==> src/rtl/sys_ctrl_pkg.sv <==
// Shared definitions for the system controller (receive and transmit halves).
// Command byte codes, reserved operand addresses and the receive FSM states.
package sys_ctrl_pkg;

    // Command bytes that open a frame
    localparam logic [7:0] CMD_WR      = 8'hAA;
    localparam logic [7:0] CMD_RD      = 8'hBB;
    localparam logic [7:0] CMD_ALU_OP  = 8'hCC;
    localparam logic [7:0] CMD_ALU_NOP = 8'hDD;

    // Register-file locations that hold the ALU operands
    localparam int unsigned OPA_ADDR = 0;
    localparam int unsigned OPB_ADDR = 1;

    // Receive-side FSM states (binary encoded)
    typedef logic [3:0] state_t;

    localparam state_t ST_IDLE     = 4'd0;
    localparam state_t ST_WR_ADDR  = 4'd1;
    localparam state_t ST_WR_DATA  = 4'd2;
    localparam state_t ST_RD_ADDR  = 4'd3;
    localparam state_t ST_RD_WAIT  = 4'd4;
    localparam state_t ST_ALU_OPA  = 4'd5;
    localparam state_t ST_ALU_OPB  = 4'd6;
    localparam state_t ST_ALU_FUN  = 4'd7;
    localparam state_t ST_ALU_WAIT = 4'd8;

endpackage

==> src/rtl/sys_ctrl_rx_if.sv <==
// Bus bundle between the receive-side controller and its surroundings:
// UART byte input, response strobes, register-file and ALU request outputs.
interface sys_ctrl_rx_if #(
    parameter int DATA_WIDTH = 8,
    parameter int ADDR_WIDTH = 4,
    parameter int FUN_WIDTH  = 4
);
    // Inbound byte stream and responses
    logic [DATA_WIDTH-1:0] RX_P_DATA;
    logic                  RX_D_VLD;
    logic                  Rd_data_valid;
    logic                  ALU_OUT_valid;

    // Register-file / ALU requests
    logic [ADDR_WIDTH-1:0] Address;
    logic                  WrEn;
    logic                  RdEn;
    logic [DATA_WIDTH-1:0] WrData;
    logic                  ALU_EN;
    logic [FUN_WIDTH-1:0]  ALU_FUN;
    logic                  CLK_GATE_EN;
    logic                  Cmd_err;

    // The controller itself
    modport slave (
        input  RX_P_DATA, RX_D_VLD, Rd_data_valid, ALU_OUT_valid,
        output Address, WrEn, RdEn, WrData, ALU_EN, ALU_FUN, CLK_GATE_EN, Cmd_err
    );

    // Whatever feeds the controller and consumes its requests
    modport master (
        output RX_P_DATA, RX_D_VLD, Rd_data_valid, ALU_OUT_valid,
        input  Address, WrEn, RdEn, WrData, ALU_EN, ALU_FUN, CLK_GATE_EN, Cmd_err
    );

endinterface

==> src/rtl/sys_ctrl_rx.sv <==
// Command-side system controller: decodes UART command frames into
// register-file write/read requests and ALU starts, then waits (bounded by
// TIMEOUT cycles) for the read-data or ALU-result response.
module sys_ctrl_rx
    import sys_ctrl_pkg::*;
#(
    parameter int DATA_WIDTH = 8,
    parameter int ADDR_WIDTH = 4,
    parameter int FUN_WIDTH  = 4,
    parameter int TIMEOUT    = 255
) (
    input  logic          CLK,
    input  logic          rst,
    sys_ctrl_rx_if.slave  bus
);

    // Counter only ever needs to reach TIMEOUT
    localparam int CNT_W = $clog2(TIMEOUT + 1);

    state_t                state_reg,       state_next;
    logic [ADDR_WIDTH-1:0] wr_addr_reg,     wr_addr_next;
    logic [CNT_W-1:0]      cnt_reg,         cnt_next;
    logic [ADDR_WIDTH-1:0] address_reg,     address_next;
    logic [DATA_WIDTH-1:0] wr_data_reg,     wr_data_next;
    logic [FUN_WIDTH-1:0]  alu_fun_reg,     alu_fun_next;
    logic                  clk_gate_en_reg, clk_gate_en_next;
    logic                  wr_en_reg,       wr_en_next;
    logic                  rd_en_reg,       rd_en_next;
    logic                  alu_en_reg,      alu_en_next;
    logic                  cmd_err_reg,     cmd_err_next;

    logic [CNT_W-1:0]      cnt_inc;
    logic                  timeout_hit;
    logic                  resp;

    // Wait-state bookkeeping: cycles spent waiting including this one
    assign cnt_inc     = cnt_reg + 1'b1;
    assign timeout_hit = (cnt_inc == CNT_W'(TIMEOUT));

    // Next-state and next-output decode; strobes default low, data holds
    always_comb begin
        state_next       = state_reg;
        wr_addr_next     = wr_addr_reg;
        cnt_next         = cnt_reg;
        address_next     = address_reg;
        wr_data_next     = wr_data_reg;
        alu_fun_next     = alu_fun_reg;
        clk_gate_en_next = clk_gate_en_reg;
        wr_en_next       = 1'b0;
        rd_en_next       = 1'b0;
        alu_en_next      = 1'b0;
        cmd_err_next     = 1'b0;
        resp             = 1'b0;

        case (state_reg)
            ST_IDLE: begin
                if (bus.RX_D_VLD) begin
                    case (bus.RX_P_DATA)
                        DATA_WIDTH'(CMD_WR):  state_next = ST_WR_ADDR;
                        DATA_WIDTH'(CMD_RD):  state_next = ST_RD_ADDR;
                        DATA_WIDTH'(CMD_ALU_OP): begin
                            state_next       = ST_ALU_OPA;
                            clk_gate_en_next = 1'b1;
                        end
                        DATA_WIDTH'(CMD_ALU_NOP): begin
                            state_next       = ST_ALU_FUN;
                            clk_gate_en_next = 1'b1;
                        end
                        default: cmd_err_next = 1'b1;
                    endcase
                end
            end

            ST_WR_ADDR: begin
                if (bus.RX_D_VLD) begin
                    wr_addr_next = bus.RX_P_DATA[ADDR_WIDTH-1:0];
                    state_next   = ST_WR_DATA;
                end
            end

            ST_WR_DATA: begin
                if (bus.RX_D_VLD) begin
                    wr_en_next   = 1'b1;
                    address_next = wr_addr_reg;
                    wr_data_next = bus.RX_P_DATA;
                    state_next   = ST_IDLE;
                end
            end

            ST_RD_ADDR: begin
                if (bus.RX_D_VLD) begin
                    rd_en_next   = 1'b1;
                    address_next = bus.RX_P_DATA[ADDR_WIDTH-1:0];
                    cnt_next     = '0;
                    state_next   = ST_RD_WAIT;
                end
            end

            ST_ALU_OPA: begin
                if (bus.RX_D_VLD) begin
                    wr_en_next   = 1'b1;
                    address_next = ADDR_WIDTH'(OPA_ADDR);
                    wr_data_next = bus.RX_P_DATA;
                    state_next   = ST_ALU_OPB;
                end
            end

            ST_ALU_OPB: begin
                if (bus.RX_D_VLD) begin
                    wr_en_next   = 1'b1;
                    address_next = ADDR_WIDTH'(OPB_ADDR);
                    wr_data_next = bus.RX_P_DATA;
                    state_next   = ST_ALU_FUN;
                end
            end

            ST_ALU_FUN: begin
                if (bus.RX_D_VLD) begin
                    alu_fun_next = bus.RX_P_DATA[FUN_WIDTH-1:0];
                    alu_en_next  = 1'b1;
                    cnt_next     = '0;
                    state_next   = ST_ALU_WAIT;
                end
            end

            // Both wait states share the same rules; only the response differs.
            // A response beats both a coincident byte and the timeout cycle.
            ST_RD_WAIT, ST_ALU_WAIT: begin
                resp     = (state_reg == ST_RD_WAIT) ? bus.Rd_data_valid
                                                     : bus.ALU_OUT_valid;
                cnt_next = cnt_inc;
                if (resp) begin
                    cmd_err_next = bus.RX_D_VLD;
                    if (state_reg == ST_ALU_WAIT) begin
                        clk_gate_en_next = 1'b0;
                    end
                    state_next = ST_IDLE;
                end else if (timeout_hit) begin
                    cmd_err_next     = 1'b1;
                    clk_gate_en_next = 1'b0;
                    state_next       = ST_IDLE;
                end else begin
                    cmd_err_next = bus.RX_D_VLD;
                end
            end

            default: state_next = ST_IDLE;
        endcase
    end

    // State and output registers; reset drops any partial frame
    always_ff @(posedge CLK or posedge rst) begin
        if (rst) begin
            state_reg       <= ST_IDLE;
            wr_addr_reg     <= '0;
            cnt_reg         <= '0;
            address_reg     <= '0;
            wr_data_reg     <= '0;
            alu_fun_reg     <= '0;
            clk_gate_en_reg <= 1'b0;
            wr_en_reg       <= 1'b0;
            rd_en_reg       <= 1'b0;
            alu_en_reg      <= 1'b0;
            cmd_err_reg     <= 1'b0;
        end else begin
            state_reg       <= state_next;
            wr_addr_reg     <= wr_addr_next;
            cnt_reg         <= cnt_next;
            address_reg     <= address_next;
            wr_data_reg     <= wr_data_next;
            alu_fun_reg     <= alu_fun_next;
            clk_gate_en_reg <= clk_gate_en_next;
            wr_en_reg       <= wr_en_next;
            rd_en_reg       <= rd_en_next;
            alu_en_reg      <= alu_en_next;
            cmd_err_reg     <= cmd_err_next;
        end
    end

    assign bus.Address     = address_reg;
    assign bus.WrEn        = wr_en_reg;
    assign bus.RdEn        = rd_en_reg;
    assign bus.WrData      = wr_data_reg;
    assign bus.ALU_EN      = alu_en_reg;
    assign bus.ALU_FUN     = alu_fun_reg;
    assign bus.CLK_GATE_EN = clk_gate_en_reg;
    assign bus.Cmd_err     = cmd_err_reg;

endmodule

==> src/flat_wrapper.sv <==
// flat-port wrapper written by rule: the top's interface ports become plain ports
module sys_ctrl_rx_flat import sys_ctrl_pkg::*;
#(
    parameter int DATA_WIDTH = 8,
    parameter int ADDR_WIDTH = 4,
    parameter int FUN_WIDTH  = 4,
    parameter int TIMEOUT    = 255
)
  (CLK, rst, bus_RX_P_DATA, bus_RX_D_VLD, bus_Rd_data_valid, bus_ALU_OUT_valid, bus_Address, bus_WrEn, bus_RdEn, bus_WrData, bus_ALU_EN, bus_ALU_FUN, bus_CLK_GATE_EN, bus_Cmd_err);
  sys_ctrl_rx_if #(.DATA_WIDTH(DATA_WIDTH), .ADDR_WIDTH(ADDR_WIDTH), .FUN_WIDTH(FUN_WIDTH)) bus_i ();
  input  logic CLK;
  input  logic rst;
  input wire logic [$bits(bus_i.RX_P_DATA)-1:0] bus_RX_P_DATA;
  input wire logic [$bits(bus_i.RX_D_VLD)-1:0] bus_RX_D_VLD;
  input wire logic [$bits(bus_i.Rd_data_valid)-1:0] bus_Rd_data_valid;
  input wire logic [$bits(bus_i.ALU_OUT_valid)-1:0] bus_ALU_OUT_valid;
  output wire logic [$bits(bus_i.Address)-1:0] bus_Address;
  output wire logic [$bits(bus_i.WrEn)-1:0] bus_WrEn;
  output wire logic [$bits(bus_i.RdEn)-1:0] bus_RdEn;
  output wire logic [$bits(bus_i.WrData)-1:0] bus_WrData;
  output wire logic [$bits(bus_i.ALU_EN)-1:0] bus_ALU_EN;
  output wire logic [$bits(bus_i.ALU_FUN)-1:0] bus_ALU_FUN;
  output wire logic [$bits(bus_i.CLK_GATE_EN)-1:0] bus_CLK_GATE_EN;
  output wire logic [$bits(bus_i.Cmd_err)-1:0] bus_Cmd_err;
  assign bus_i.RX_P_DATA = bus_RX_P_DATA;
  assign bus_i.RX_D_VLD = bus_RX_D_VLD;
  assign bus_i.Rd_data_valid = bus_Rd_data_valid;
  assign bus_i.ALU_OUT_valid = bus_ALU_OUT_valid;
  assign bus_Address = bus_i.Address;
  assign bus_WrEn = bus_i.WrEn;
  assign bus_RdEn = bus_i.RdEn;
  assign bus_WrData = bus_i.WrData;
  assign bus_ALU_EN = bus_i.ALU_EN;
  assign bus_ALU_FUN = bus_i.ALU_FUN;
  assign bus_CLK_GATE_EN = bus_i.CLK_GATE_EN;
  assign bus_Cmd_err = bus_i.Cmd_err;
  sys_ctrl_rx #(.DATA_WIDTH(DATA_WIDTH), .ADDR_WIDTH(ADDR_WIDTH), .FUN_WIDTH(FUN_WIDTH), .TIMEOUT(TIMEOUT)) u_core (.CLK(CLK), .rst(rst), .bus(bus_i));
endmodule
==> config.mk <==
export PLATFORM = sky130hd
export DESIGN_NAME = sys_ctrl_rx_flat
export DESIGN_NICKNAME = d
export VERILOG_FILES = /design/src/rtl/sys_ctrl_pkg.sv /design/src/rtl/sys_ctrl_rx_if.sv /design/src/rtl/sys_ctrl_rx.sv /design/src/flat_wrapper.sv
export SDC_FILE = /design/constraint.sdc
export NUM_CORES = 1
export LEC_CHECK = 0
export BUFFER_PORTS_ARGS = -buffer_cell sky130_fd_sc_hd__buf_2
export CORE_UTILIZATION = 40
export DETAILED_ROUTE_END_ITERATION = 7
export GPL_ROUTABILITY_DRIVEN = 1
export GPL_TIMING_DRIVEN = 0
export MAX_ROUTING_LAYER = met4
export SLEW_MARGIN = 20
export SYNTH_ARGS = -nofsm -noshare
export SYNTH_HDL_FRONTEND = slang
export SYNTH_SLANG_ARGS = --single-unit
==> constraint.sdc <==
create_clock -name CLK -period 3.35 [get_ports CLK]
set_input_delay 0.5025 -clock CLK [delete_from_list [all_inputs] [get_ports CLK]]
set_output_delay 0.5025 -clock CLK [all_outputs]
set_load 0.02 [all_outputs]
* Word-level counts from Yosys, hierarchy flattened
Cells that the tools add are included.
Storage, ports and cells: register bits after elaboration 37, input bits 13, output and inout bits 21
Operators by class: add/sub/neg operators 1, eq/ne operators 25, muxes and demuxes 33, reduce and logical (&&, ||, !) cells 16
Operators by type and width (count):
- $mux 4 | 12
- $eq 8x8->1 const B | 5
- $pmux 4 s4 | 2
- $pmux 4 s8 | 1
- $eq 4x3->1 const B | 4
- $ne 2x2->1 const B | 8
- $pmux 8 s2 | 1
- $mux 1 | 14
- $reduce_and 5->1 | 2
- $reduce_and 9->1 | 1
- $add 8x1->8 const B | 1
- $eq 4x2->1 const B | 2
- $mux 8 | 1
- $reduce_and 2->1 | 4
- $reduce_or 2->1 | 3
- $ne 5x5->1 const B | 1
- $eq 4x1->1 const B | 1
- $eq 4x4->1 const B | 1
- $logic_not 4->1 | 1
- $pmux 1 s2 | 2
- $reduce_bool 2->1 | 2
- $reduce_bool 4->1 | 1
- $reduce_or 4->1 | 1
- $ne 3x1->1 const B | 1
- 3 further kinds | 3

* Depth between registers and ports, before layout
depth after elaboration 5, depth in mapped cells 7, gate-level depth less buffers 7

* Least setup slack after synthesis
Ideal clock, no wire load.
path kind reg2reg, from register, netlist name u_core.cnt_reg[0], to register u_core.alu_fun_reg[0] (netlist: u_core.bus.ALU_FUN[0]), setup time 0.125 ns, arrival time 2.237 ns, data required time 3.225 ns, setup slack 0.988 ns, stages on the path, launching flop included 8, period minus slack after synthesis 2.362 ns, cells stage by stage dfrtp_1 > ha_1 > nand3_2 > or3_4 > a2111oi_4 > o211ai_4 > nor3_4 > mux2_2
RTL lines:
- to (signal assigned) | RTL line sys_ctrl_rx.sv:171 | alu_fun_reg <= alu_fun_next;
- to (decl) | RTL line sys_ctrl_rx.sv:25 | logic [FUN_WIDTH-1:0] alu_fun_reg, alu_fun_next;

==> reports/qor.csv <==
stage;metric;value;unit
sta;fin_crit_sh;79.6;%
sta;rsz0062_at_grt;false;
clock_tree;root_buffer;clkbuf_8;
clock_tree;htreeDepth;2;
critical_path;arrival;2.84;ns
critical_path;crit_path_max_incr_delay;0.45;ns
sta;tns;0;ns
pwr;power_density;858;nW/um^2
clock_tree;post-cts-setup-buffers;0;
yosys;syn_area;1970;sq um
pwr;switchingPower;0.000800;W
die;core;4720;sq um
critical_path;reg2reg_depth;7;
clock_tree;cts_buffers;5;
yosys;synthFlopType;dfrtp_1;
critical_path;r2r_start;u_core.cnt_reg[0]$_DFFE_PP0P_;
grt;grt_max_degree;27;
critical_path;cp.depth;7;
yosys;syn_inst;180;
clock_tree;cts_buffer_depth;2;
routing;vias;1532;
sta;setup_ws;0.685;ns
routing;ant_nets;0;
grt;grt_pass1_wl;7190;microns
die;fp.dieW;72.1;microns
placement;post-dp-hpwl;3010;microns
critical_path;worstReg2RegEnd;u_core.bus.ALU_FUN[3]$_DFFE_PP0P_;
yosys;synth.area.top_cells;dfrtp_1, mux2_2, o21ai_0;
critical_path;r2r_slack;0.68;ns
placement;pre_cts_ws;0.683;ns
routing;viasPerCell;5.30;
critical_path;end_kind;register;
clock_tree;cts_hold_buf;0;
routing;drtPass1Iterations;5;
clock_tree;clkLatencyLatePin;0.29;ns
finish;area_delta_synth_final;19.5;%
die;die_h;72.1;microns
critical_path;cp-start-kind;register;
placement;portBuffers;33;
die;die_area;5200;sq um
pwr;seqPwrFrac;35.1;%
grt;grt_pass1_vias;1433;
clock_tree;cts_resized;0;
yosys;synth_edf_count;0;
yosys;yosys_warnings;0;
grt;antenna_found_initial;0;
yosys;ys_seq_area_share;47.1;%
worst_hold_path;min_path_type;in2async;
pwr;power_frac_comb;45.4;%
run;maxCapViolCount;0;
yosys;yosysMostFrequentCell;dfrtp_1;
yosys;ys_types;50;
yosys;syn_avg_cell_area;10.9;sq um
sta;skew;0.00684;ns
pwr;pwr-share-clk;19.6;%
routing;routed_wl;4130;microns
sta;hold_viol_final;0;
critical_path;worstPathCellList;ha_1 > nand3_2 > or3_4 > a2111oi_4 > o211ai_4 > nor3_4 > mux2_2;
die;io_pins;34;
pwr;swShare;39.7;%
placement;gp_congestion;0.754;
sta;period_needed;2.67;ns
finish;fin_nets;236;
finish;drive_gt1_share;33.3;%
yosys;synthArstFlopShare;100;%
clock_tree;clk_pin_slew_worst_paths;0.08;ns
critical_path;slowest_stage;a2111oi_4;
sta;fmax;0.375;GHz
clock_tree;clock-sinks;37;
critical_path;path_class;reg2reg;
sta;holdWs;0.143;ns
sta;setup_violations;0;
die;initial_core_util;41.6;%
critical_path;required;3.53;ns
yosys;synth_common_cells;dfrtp_1, o21ai_0, mux2_2, nand2_1;
routing;drtIter0Drc;54;
status;status;finished, final reports clean;
die;rows;25;
finish;final.fill_count;453;
pwr;peakVddDrop;0.376;mV
finish;final_cells;289;
finish;n_antenna_cell;0;
pwr;leakagePower;1.03;nW
sta;relSlewSlack;68.2;%
yosys;syn-num-nets;195;
pwr;internal_power;0.00122;W
yosys;synth_top_area_share;47.1;%
yosys;yosys.area.top_type;dfrtp_1;
routing;wl_per_cell;14.3;microns
critical_path;path_delay_family;simple AND/OR/NAND/NOR gates;
clock_tree;cts_tree;yes;
sta;tightest_slew;0.475;ns
critical_path;worst-path-max-fanout;9;
routing;drcViolationCount;0;
critical_path;crit_buf_inv;0;
yosys;ys_ff_latch;37;
sta;slew_violations;0;
grt;grt.overflow.total;0;
placement;dp_cells;281;
grt;track_usage;18.6;%
[through the flow]
stage          instance area, sq um  power, W  utilization (%)
2_1_floorplan                  1970   0.00139                -
3_3_place_gp                   2220   0.00162             46.9
3_5_place_dp                   2240   0.00164             47.3
4_1_cts                        2350   0.00204             49.8
5_1_grt                        2350   0.00217             49.8
6_report                       2350   0.00202             49.8
[power by group through the flow]
stage | sequential (W) | combinational, W | clock (W)
after global placement | 0.000714 | 0.000911 | 0
after global routing | 0.000730 | 0.00101 | 0.000427
after floorplan | 0.000836 | 0.000553 | 0
after CTS | 0.000710 | 0.000924 | 0.000406
after detailed placement | 0.000717 | 0.000922 | 0
final | 0.000708 | 0.000915 | 0.000394
[how the worst max path moves through the flow]
stage                                       start                           endpoint
floorplan           u_core.cnt_reg[0]$_DFFE_PP0P_  u_core.bus.ALU_FUN[0]$_DFFE_PP0P_
global route        u_core.cnt_reg[0]$_DFFE_PP0P_  u_core.bus.ALU_FUN[3]$_DFFE_PP0P_
CTS                 u_core.cnt_reg[0]$_DFFE_PP0P_  u_core.bus.ALU_FUN[3]$_DFFE_PP0P_
detailed placement  u_core.cnt_reg[0]$_DFFE_PP0P_  u_core.bus.ALU_FUN[2]$_DFFE_PP0P_
global placement                 bus_RX_P_DATA[2]  u_core.bus.ALU_FUN[0]$_DFFE_PP0P_
finish              u_core.cnt_reg[0]$_DFFE_PP0P_  u_core.bus.ALU_FUN[3]$_DFFE_PP0P_
[layout by cell type (no fill, tap or decap), types with 4 or more instances in the layout]
cell | Yosys | final
a21oi_1 | 6 | 6
a22oi_1 | 4 | 4
buf_2 | 1 | 34
clkbuf_1 | 6 | 6
clkbuf_8 | 0 | 5
dfrtp_1 | 37 | 37
mux2_2 | 17 | 17
nand2_1 | 15 | 15
nand3_1 | 5 | 5
nor2_1 | 6 | 6
nor2b_1 | 4 | 4
o21ai_0 | 18 | 18
xnor2_1 | 4 | 4
[metal layers]
metal | vias up | routed length [microns] | global-route usage, %
met5 | - | 0 | -
met4 | 0 | 41 | 5.23
met2 | 35 | 1990 | 28.7
li1 | 745 | - | -
met1 | 748 | 1960 | 24.6
met3 | 4 | 140 | 4.17
[cell type report]
class                      instances  area [sq um]  share of cell area [%]
clock buffer                       5          68.8                    2.93
multi-input combinational        132           983                    41.8
tap                               67          83.8                    3.57
clock inverter                     3          46.3                    1.97
sequential                        37           926                    39.4
timing repair buffer              34           185                    7.88
buffer                             9          50.0                    2.13
inverter                           2          7.51                   0.319
[logic make-up (layout without fill, tap and decap cells)]
| group | Yosys count | after routing | synth area share (%) |
|---|---|---|---|
| AND/OR/NAND/NOR | 56 | 56 | 17.0 |
| AO/OA/AOI/OAI | 49 | 49 | 18.4 |
| flip-flops | 37 | 37 | 47.1 |
| multiplexers | 18 | 18 | 10.2 |
| buffers and inverters | 11 | 53 | 2.93 |
| XOR/XNOR | 7 | 7 | 3.12 |
| adder cells (fa/ha/maj) | 2 | 2 | 1.27 |
Note: power is estimated with default switching activity, not from simulation.
